File: src/rtl/kernel_sdram_local_pkg.sv
// Shared types and helpers for the Avalon-MM to SDRAM local_* bridge.
package kernel_sdram_local_pkg;

  typedef enum logic [0:0] {
    IDLE     = 1'b0,
    WR_BURST = 1'b1
  } state_t;

  localparam int MAX_BURST = 4;

  // Zero or over-long burstcounts collapse to a single beat.
  function automatic logic [2:0] norm_burst(input logic [15:0] bc);
    if (bc == 16'd0 || bc > 16'(MAX_BURST)) return 3'd1;
    return bc[2:0];
  endfunction

endpackage

File: src/rtl/kernel_sdram_rd_credit.sv
// Outstanding read-beat credit counter with sticky unexpected-rdata error flag.
module kernel_sdram_rd_credit #(
  parameter int BURST_W        = 3,
  parameter int MAX_PEND_BEATS = 16,
  localparam int PEND_W        = $clog2(MAX_PEND_BEATS + 1)
) (
  input  logic               clk,
  input  logic               reset,
  input  logic [BURST_W-1:0] req_size,
  input  logic               rd_accept,
  input  logic               rdata_valid,
  output logic               credit_ok,
  output logic               err_unexpected_rdata
);

  logic [PEND_W-1:0] pend_cnt;
  logic [PEND_W:0]   size_ext;
  logic              dec;

  assign size_ext  = (PEND_W+1)'(req_size);
  assign credit_ok = ({1'b0, pend_cnt} + size_ext) <= (PEND_W+1)'(MAX_PEND_BEATS);
  // Data with nothing outstanding is flagged rather than allowed to underflow.
  assign dec       = rdata_valid && (pend_cnt != '0);

  always_ff @(posedge clk or posedge reset) begin
    if (reset) begin
      pend_cnt             <= '0;
      err_unexpected_rdata <= 1'b0;
    end else begin
      pend_cnt <= pend_cnt + (rd_accept ? PEND_W'(req_size) : '0) - PEND_W'(dec);
      if (rdata_valid && (pend_cnt == '0)) err_unexpected_rdata <= 1'b1;
    end
  end

endmodule

File: src/rtl/kernel_sdram_local_bridge.sv
// Avalon-MM burst slave driving the SDRAM controller local_* port.
// Define KERNEL_SDRAM_LOCAL_BRIDGE_RDATA_REG_EN to register the read data return path.
module kernel_sdram_local_bridge
  import kernel_sdram_local_pkg::*;
#(
  parameter int ADDR_W         = 26,
  parameter int DATA_W         = 32,
  parameter int BURST_W        = 3,
  parameter int MAX_PEND_BEATS = 16,
  parameter bit AUTOPCH        = 1'b0,
  localparam int BE_W          = DATA_W / 8
) (
  input  logic               clk,
  input  logic               reset,
  input  logic [ADDR_W-1:0]  avs_address,
  input  logic               avs_read,
  input  logic               avs_write,
  input  logic [DATA_W-1:0]  avs_writedata,
  input  logic [BE_W-1:0]    avs_byteenable,
  input  logic [BURST_W-1:0] avs_burstcount,
  output logic               avs_waitrequest,
  output logic [DATA_W-1:0]  avs_readdata,
  output logic               avs_readdatavalid,
  output logic [ADDR_W-1:0]  local_address,
  output logic               local_read_req,
  output logic               local_write_req,
  output logic               local_burstbegin,
  output logic [BURST_W-1:0] local_size,
  output logic [BE_W-1:0]    local_be,
  output logic [DATA_W-1:0]  local_wdata,
  output logic               local_autopch_req,
  input  logic               local_ready,
  input  logic               local_init_done,
  input  logic [DATA_W-1:0]  local_rdata,
  input  logic               local_rdata_valid,
  output logic               err_unexpected_rdata
);

  state_t             state_q, state_d;
  logic [ADDR_W-1:0]  addr_q;
  logic [BURST_W-1:0] size_q, beats_left_q, norm_size;
  logic               begin_sent_q, wr_accept, rd_accept, credit_ok;

  assign norm_size         = BURST_W'(norm_burst(16'(avs_burstcount)));
  assign local_autopch_req = AUTOPCH;

  kernel_sdram_rd_credit #(
    .BURST_W        (BURST_W),
    .MAX_PEND_BEATS (MAX_PEND_BEATS)
  ) u_rd_credit (
    .clk                  (clk),
    .reset                (reset),
    .req_size             (norm_size),
    .rd_accept            (rd_accept),
    .rdata_valid          (local_rdata_valid),
    .credit_ok            (credit_ok),
    .err_unexpected_rdata (err_unexpected_rdata)
  );

  // Outputs are forced quiet during reset so nothing leaks to the controller asynchronously.
  always_comb begin
    state_d          = state_q;
    local_read_req   = 1'b0;
    local_write_req  = 1'b0;
    local_burstbegin = 1'b0;
    local_address    = '0;
    local_size       = '0;
    local_be         = '0;
    local_wdata      = '0;
    avs_waitrequest  = 1'b1;
    wr_accept        = 1'b0;
    rd_accept        = 1'b0;
    if (!reset && local_init_done) begin
      case (state_q)
        IDLE: begin
          if (avs_write) begin
            local_write_req  = 1'b1;
            local_burstbegin = !begin_sent_q;
            local_address    = avs_address;
            local_size       = norm_size;
            local_be         = avs_byteenable;
            local_wdata      = avs_writedata;
            wr_accept        = local_ready;
            avs_waitrequest  = !local_ready;
            if (local_ready && norm_size > BURST_W'(1)) state_d = WR_BURST;
          end else if (avs_read && credit_ok) begin
            local_read_req   = 1'b1;
            local_burstbegin = !begin_sent_q;
            local_address    = avs_address;
            local_size       = norm_size;
            local_be         = avs_byteenable;
            rd_accept        = local_ready;
            avs_waitrequest  = !local_ready;
          end
        end
        WR_BURST: begin
          local_write_req = avs_write;
          local_address   = addr_q;
          local_size      = size_q;
          local_be        = avs_byteenable;
          local_wdata     = avs_writedata;
          avs_waitrequest = !local_ready;
          wr_accept       = avs_write && local_ready;
          if (wr_accept && beats_left_q == BURST_W'(1)) state_d = IDLE;
        end
        default: state_d = IDLE;
      endcase
    end
  end

  always_ff @(posedge clk or posedge reset) begin
    if (reset) begin
      state_q      <= IDLE;
      addr_q       <= '0;
      size_q       <= '0;
      beats_left_q <= '0;
      begin_sent_q <= 1'b0;
    end else begin
      state_q <= state_d;
      if (state_q == IDLE && wr_accept) begin
        addr_q       <= avs_address;
        size_q       <= norm_size;
        beats_left_q <= norm_size - 1'b1;
      end else if (state_q == WR_BURST && wr_accept) begin
        beats_left_q <= beats_left_q - 1'b1;
      end
      // Remember a stalled burstbegin so it pulses only once per command.
      if (wr_accept || rd_accept) begin_sent_q <= 1'b0;
      else if (local_burstbegin && !local_ready) begin_sent_q <= 1'b1;
    end
  end

`ifdef KERNEL_SDRAM_LOCAL_BRIDGE_RDATA_REG_EN
  logic [DATA_W-1:0] rdata_p1;
  logic              vld_p1;

  // Stage p1: registered read return
  always_ff @(posedge clk or posedge reset) begin
    if (reset) begin
      rdata_p1 <= '0;
      vld_p1   <= 1'b0;
    end else begin
      rdata_p1 <= local_rdata;
      vld_p1   <= local_rdata_valid;
    end
  end

  assign avs_readdata      = rdata_p1;
  assign avs_readdatavalid = vld_p1;
`else
  assign avs_readdata      = local_rdata;
  assign avs_readdatavalid = local_rdata_valid;
`endif

endmodule

File: config.mk
export PLATFORM = sky130hd
export DESIGN_NAME = kernel_sdram_local_bridge
export DESIGN_NICKNAME = d
export VERILOG_FILES = /design/src/rtl/kernel_sdram_local_pkg.sv /design/src/rtl/kernel_sdram_rd_credit.sv /design/src/rtl/kernel_sdram_local_bridge.sv
export SDC_FILE = /design/constraint.sdc
export NUM_CORES = 1
export LEC_CHECK = 0
export BUFFER_PORTS_ARGS = -buffer_cell sky130_fd_sc_hd__buf_4
export CAP_MARGIN = 20
export CORE_MARGIN = 2
export CORE_UTILIZATION = 43
export DETAILED_ROUTE_END_ITERATION = 12
export GPL_ROUTABILITY_DRIVEN = 0
export PLACE_DENSITY = 0.82
export SYNTH_ARGS = -nofsm -noshare
export SYNTH_HDL_FRONTEND = slang
export SYNTH_SLANG_ARGS = --single-unit
File: constraint.sdc
create_clock -name clk -period 4.3 [get_ports clk]
set_input_delay 0.215 -clock clk [delete_from_list [all_inputs] [get_ports clk]]
set_output_delay 0.215 -clock clk [all_outputs]
set_load 0.01 [all_outputs]
Yosys cells after proc, flatten, opt, wreduce, memory -nomap -nowiden
Index checks and enable logic that the tools add are counted.

word-level totals
  register bits = 40
  latch bits = 0
  bits in writable memories = 0
  bits in read-only memories = 0
  output and inout bits = 104
  memories kept = 0

operators by class
  add/sub/neg operators = 5
  multiply operators = 0
  divide/modulo/power cells = 0
  $lt $le $gt $ge = 3
  equal/unequal tests = 1
  shift-type cells = 0
  mux-type cells = 49
  bitwise gates (word level) = 1
  reductions and logical operators = 20

operators by type and width
  cell                                                                              number
  26-bit two-way mux                                                                3
  32-bit two-way mux                                                                2
  32-bit one-hot mux with 2 select lines                                            1
  26-bit one-hot mux with 2 select lines                                            1
  1-bit two-way mux                                                                 25
  3-bit two-way mux                                                                 8
  4-bit two-way mux                                                                 3
  1-bit logical AND                                                                 10
  1-bit one-hot mux with 2 select lines                                             4
  4-bit one-hot mux with 2 select lines                                             1
  5-bit by 3-bit adder with 6-bit output                                            1
  6-bit by 5-bit <= comparator with 1-bit output (second input constant)            1
  3-bit one-hot mux with 2 select lines                                             1
  3-bit by 1-bit subtractor with 3-bit output (second input constant)               2
  5-bit adder                                                                       1
  5-bit zero test                                                                   1
  5-bit nonzero test                                                                1
  5-bit by 1-bit subtractor with 5-bit output                                       1
  2-bit nonzero test                                                                2
  3-bit by 1-bit equality test with 1-bit output (second input constant)            1
  3-bit by 1-bit greater-than comparator with 1-bit output (second input constant)  1
  3-bit greater-than comparator (second input constant)                             1
  1-bit zero test                                                                   3
  3-bit zero test                                                                   1
  other kinds (2)                                                                   3

Depth between registers and ports, before layout
  depth in word-level cells = 14
  depth in mapped cells = 17
  mapped depth without buffers = 17

Cells and area by module
A second synthesis with hierarchy kept.

unflattened totals
  cell total of the unflattened synthesis = 346
  area, all modules = 3071.7 µm²

modules (own cells, without submodules)
  module                     instances  cells an instance  area each (µm²)  seq. area each (µm²)
  kernel_sdram_local_bridge  1          287                2523.7           850.8
  kernel_sdram_rd_credit     1          59                 548.0            150.1

Least setup slack after synthesis
Ideal clock, no wire load.

  path kind = input to register
  start point = input avs_burstcount[0]
  end point = register u_rd_credit.pend_cnt[4]
  setup time = 0.079 ns
  arrival = 3.749 ns
  required time = 4.221 ns
  setup slack = 0.472 ns
  stages = 17
  cell sequence = nor2_1 > ha_1 > nor2_1 > inv_1 > ha_1 > fa_1 > a21o_1 > a21oi_1 > a211o_1 > nand3_1 > or3_1 > ha_1 > inv_1 > fa_1 > a21o_1 > a21oi_1 > xor2_1

on the way
  cells in the longest elaborated chain, start to end = 14
  elaborated cells between the ends (all ways) = 15
  classes of those cells = 3 x add/sub; 2 x order compare; 7 x mux; 3 x reduce/logical

RTL lines
  item                                                              RTL line                         text
  from (decl)                                                       kernel_sdram_local_bridge.sv:20  input logic [BURST_W-1:0] avs_burstcount,
  3-bit greater-than comparator or 3-bit zero test (tied branches)  kernel_sdram_local_pkg.sv:13     if (bc == 16'd0 || bc > 16'(MAX_BURST)) return 3'd1;
  1-bit logical OR                                                  kernel_sdram_local_pkg.sv:13
  1-bit two-way mux                                                 kernel_sdram_local_pkg.sv:13
  3-bit two-way mux *                                               kernel_sdram_local_pkg.sv:14     return bc[2:0];
  net norm_size[0]                                                  kernel_sdram_local_bridge.sv:41  logic [BURST_W-1:0] size_q, beats_left_q, norm_size;
  5-bit by 3-bit adder with 6-bit output                            kernel_sdram_rd_credit.sv:21     assign credit_ok = ({1'b0, pend_cnt} + size_ext) <= (PEND_W+1)'(MAX_PEND_BEATS);
  6-bit by 5-bit <= comparator with 1-bit output                    kernel_sdram_rd_credit.sv:21
  1-bit logical AND                                                 kernel_sdram_local_bridge.sv:86  end else if (avs_read && credit_ok) begin
  1-bit two-way mux                                                 kernel_sdram_local_bridge.sv:86
  1-bit two-way mux                                                 kernel_sdram_local_bridge.sv:76  if (avs_write) begin
  1-bit two-way mux                                                 kernel_sdram_local_bridge.sv:74  case (state_q)
  1-bit two-way mux                                                 kernel_sdram_local_bridge.sv:73  if (!reset && local_init_done) begin
  3-bit two-way mux *                                               kernel_sdram_rd_credit.sv:30     pend_cnt <= pend_cnt + (rd_accept ? PEND_W'(req_size) : '0) - PEND_W'(dec);
  5-bit adder *                                                     kernel_sdram_rd_credit.sv:30
  5-bit by 1-bit subtractor with 5-bit output *                     kernel_sdram_rd_credit.sv:30
  to (signal assigned)                                              kernel_sdram_rd_credit.sv:30
  to (decl)                                                         kernel_sdram_rd_credit.sv:16     logic [PEND_W-1:0] pend_cnt;

Mark *: on every way through the listed nets, which the timed path passes. The rest lies on a longest branch.
A chain may end at the register's enable or synchronous reset.

Worst setup path after layout
Ends and elaborated chain as after synthesis.

==> impl_metrics.ini <==
[route]
firstDrtPassIters = 4
ant_nets = 0
wl_per_cell_um = 13.6
vias = 2746
drt_iter0_markers = 108
drc = 0
vias_per_cell = 4.97
drt_wl_total_um = 7500

[status]
outcome = finished clean

[clock_network]
clk_latency_ns = 0.29
cts_root_buffer = clkbuf_8
post_cts_buffers = 0
numCtsBuffers = 5
cts_tree = done
cts_sinks = 40
postCtsHoldBufs = 0
cts.clk_slew.worst_paths_ns = 0.07
h-tree-depth = 2
clock_path_buffers = 2
cts_resized = 0

[timing]
slew_headroom_pct = 31.7
final_max_slew_viol_count = 0
worstMarginPinSlew_ns = 1.03
fin_setup_tns_ns = 0
skew_ns = 0.00601
min_period_ns = 3.81
max_freq_mhz = 262
fin_crit_sh_pct = 88.7
final-hold-violation-count = 0
setup_viol = 0
rsz0062_at_grt = no

[pwr]
p_total_mw = 1.98
power.density_nw_per_um2 = 479
p_leak_nw = 2.06
vdd_drop_max_mv = 0.248

[finish]
syn_to_final_growth_pct = 32.9
nFillCells = 642
drive_gt1_share_pct = 47.9
diodes = 0
fin_area_um2 = 4140
final_nets = 575
final_core_util_pct = 58.0
instances_no_fill = 552

[die]
core_area_um2 = 7140
dieArea_um2 = 7940
io_pins = 208
die_height_um = 89.1
rows = 31
initial_core_util_pct = 43.6
dieWidth_um = 89.1

[global_route]
grt_max_degree = 41
antenna_found_initial = 0
grt_pass1_wl_um = 12100
grtUsageTotal_pct = 19.3
grt_pass1_vias = 2757
gr-total-overflow = 0

[logic_synthesis]
ys.flop_type = dfrtp_1
synth_cell_types = 39
synth_area_um2 = 3110
syn_nets = 471
synth-edff-count = 0
ys_ff_latch = 40
syn_avg_cell_area_um2 = 8.92
syn_inst = 349
yosysSeqAreaShare_pct = 32.2
ys_warn_count = 0
synthArstFlopShare_pct = 100

[placement]
dpl.cell_count = 545
portBuffers = 142
placed_area_um2 = 4010
dp_hpwl_um = 5870

[setup_path]
cp-end-kind = flip-flop
reg2reg_setup_slack_ns = 0.78
required_ns = 4.52
cp_common_cell = ha_1
critical_path_class = in -> reg
crit_buf_inv = 3
cp.depth = 18
r2r_end = u_rd_credit.pend_cnt[4]$_DFF_PP0_
crit_path_start_kind = primary input
startpoint = avs_burstcount[0]
reg2reg_from = u_rd_credit.pend_cnt[0]$_DFF_PP0_
cp_top_family = adder cells
slowest_stage = fa_1
crit_path_end = u_rd_credit.pend_cnt[4]$_DFF_PP0_
arrival_ns = 4.03
cpPeakStageDelay_ns = 0.45
cp_max_fo = 4
worstRegToRegCells = 13
crit_chain = buf_4 > nor2_1 > ha_1 > nor2_1 > inv_1 > ha_1 > fa_1 > a21o_1 > a21oi_1 > a211o_1 > nand3_1 > or3_1 > ha_1 > inv_1 > fa_1 > a21o_1 > a21oi_1 > xor2_1

[min_path]
hp-class = in -> async

[run]
max_cap_violations = 0
[stage by stage]
step           hold WS, ns  setup WS [ns]
2_1_floorplan        0.332          0.472
3_3_place_gp         0.380          0.416
3_5_place_dp         0.389          0.226
4_1_cts             0.0675          0.514
5_1_grt              0.109          0.249
6_report            0.0420          0.486
[layout by cell type, fill, tap and decap left out, types with 3 or more instances in the layout]
cell type,netlist,routed
nand2_1,66,66
a21o_1,7,7
dfrtp_1,40,40
o21ai_2,28,28
nor2b_1,3,3
and2_1,34,34
nor2_1,11,10
mux2_2,27,27
nand3_1,5,5
clkbuf_8,0,5
o21ai_0,4,4
inv_1,17,16
a21oi_1,12,12
xor2_1,3,3
buf_4,37,146
ha_1,16,16
[final cells by class]
| type | count | area (µm²) | area share, % |
|---|---|---|---|
| flip-flops and latches | 40 | 1000 | 24.2 |
| clock buffers | 5 | 68.8 | 1.66 |
| multi-input cells | 241 | 1690 | 40.9 |
| repair buffers | 148 | 1130 | 27.3 |
| well taps | 99 | 124 | 2.99 |
| clock inverters | 2 | 60.1 | 1.45 |
| inverters | 17 | 63.8 | 1.54 |
[cells by family after synthesis]
| logic type | synth area share [%] |
|---|---|
| other | 0.120 |
| XOR/XNOR | 1.41 |
| buffers and inverters | 13.6 |
| AND/OR/NAND/NOR | 19.7 |
| adder cells (fa/ha/maj) | 7.72 |
| AO/OA/AOI/OAI | 14.9 |
| multiplexers | 10.5 |
| flip-flops | 32.2 |
[worst min-delay path: cells and delay by family]
family | cells | cell delay (ns)
buf+inv | 3 | 0.56
[worst min-delay path by stage]
stage	startpoint	to	slack [ns]	cells after the start
finish	reset	u_rd_credit.pend_cnt[2]$_DFF_PP0_	0.04	3
global route	reset	size_q[2]$_DFFE_PP0P_	0.11	3
CTS	reset	addr_q[18]$_DFFE_PP0P_	0.07	3
detailed placement	reset	size_q[0]$_DFFE_PP0P_	0.39	3
global placement	reset	u_rd_credit.pend_cnt[2]$_DFF_PP0_	0.38	3
floorplan	local_rdata_valid	u_rd_credit.err_unexpected_rdata$_DFFE_PP0P_	0.33	1
[sequential cells by signal, summed over array words and instances, names as in the netlist]
register and cells:
beats_left_q 3, u_rd_credit.err_unexpected_rdata 1, u_rd_credit.pend_cnt 5, begin_sent_q 1
addr_q 26, size_q 3, state_q 1
[synthesized netlist by cell type, types with 3 or more instances]
| cell type | instances | area, µm² |
|---|---|---|
| inv_1 | 17 | 63.8 |
| nor2b_1 | 3 | 18.8 |
| xor2_1 | 3 | 26.3 |
| ha_1 | 16 | 200 |
| buf_2 | 5 | 25.0 |
| buf_4 | 37 | 278 |
| mux2_2 | 27 | 304 |
| and2_1 | 34 | 213 |
| a21o_1 | 7 | 52.6 |
| dfrtp_1 | 40 | 1000 |
| o21ai_2 | 28 | 245 |
| nor2_1 | 11 | 41.3 |
| a21oi_1 | 12 | 60.1 |
| nand3_1 | 5 | 25.0 |
| buf_6 | 3 | 33.8 |
| clkbuf_1 | 5 | 18.8 |
| nand2_1 | 66 | 248 |
| o21ai_0 | 4 | 20.0 |
[power by group]
part	total, mW	leakage (nW)	switching, mW	internal, mW
Clock	0.357	0.0642	0.129	0.228
Combinational	0.939	1.51	0.465	0.473
Sequential	0.685	0.481	0.124	0.561
[per-layer routing]
metal | part of all wire, % | up-vias | global-route usage (%)
li1 | - | 1328 | -
met1 | 39 | 1279 | 21.8
met2 | 51 | 115 | 35.9
met3 | 7.5 | 24 | 3.69
met4 | 2.4 | 0 | 6.78
met5 | 0 | - | 0
Note: power is estimated with default switching activity, not from simulation.
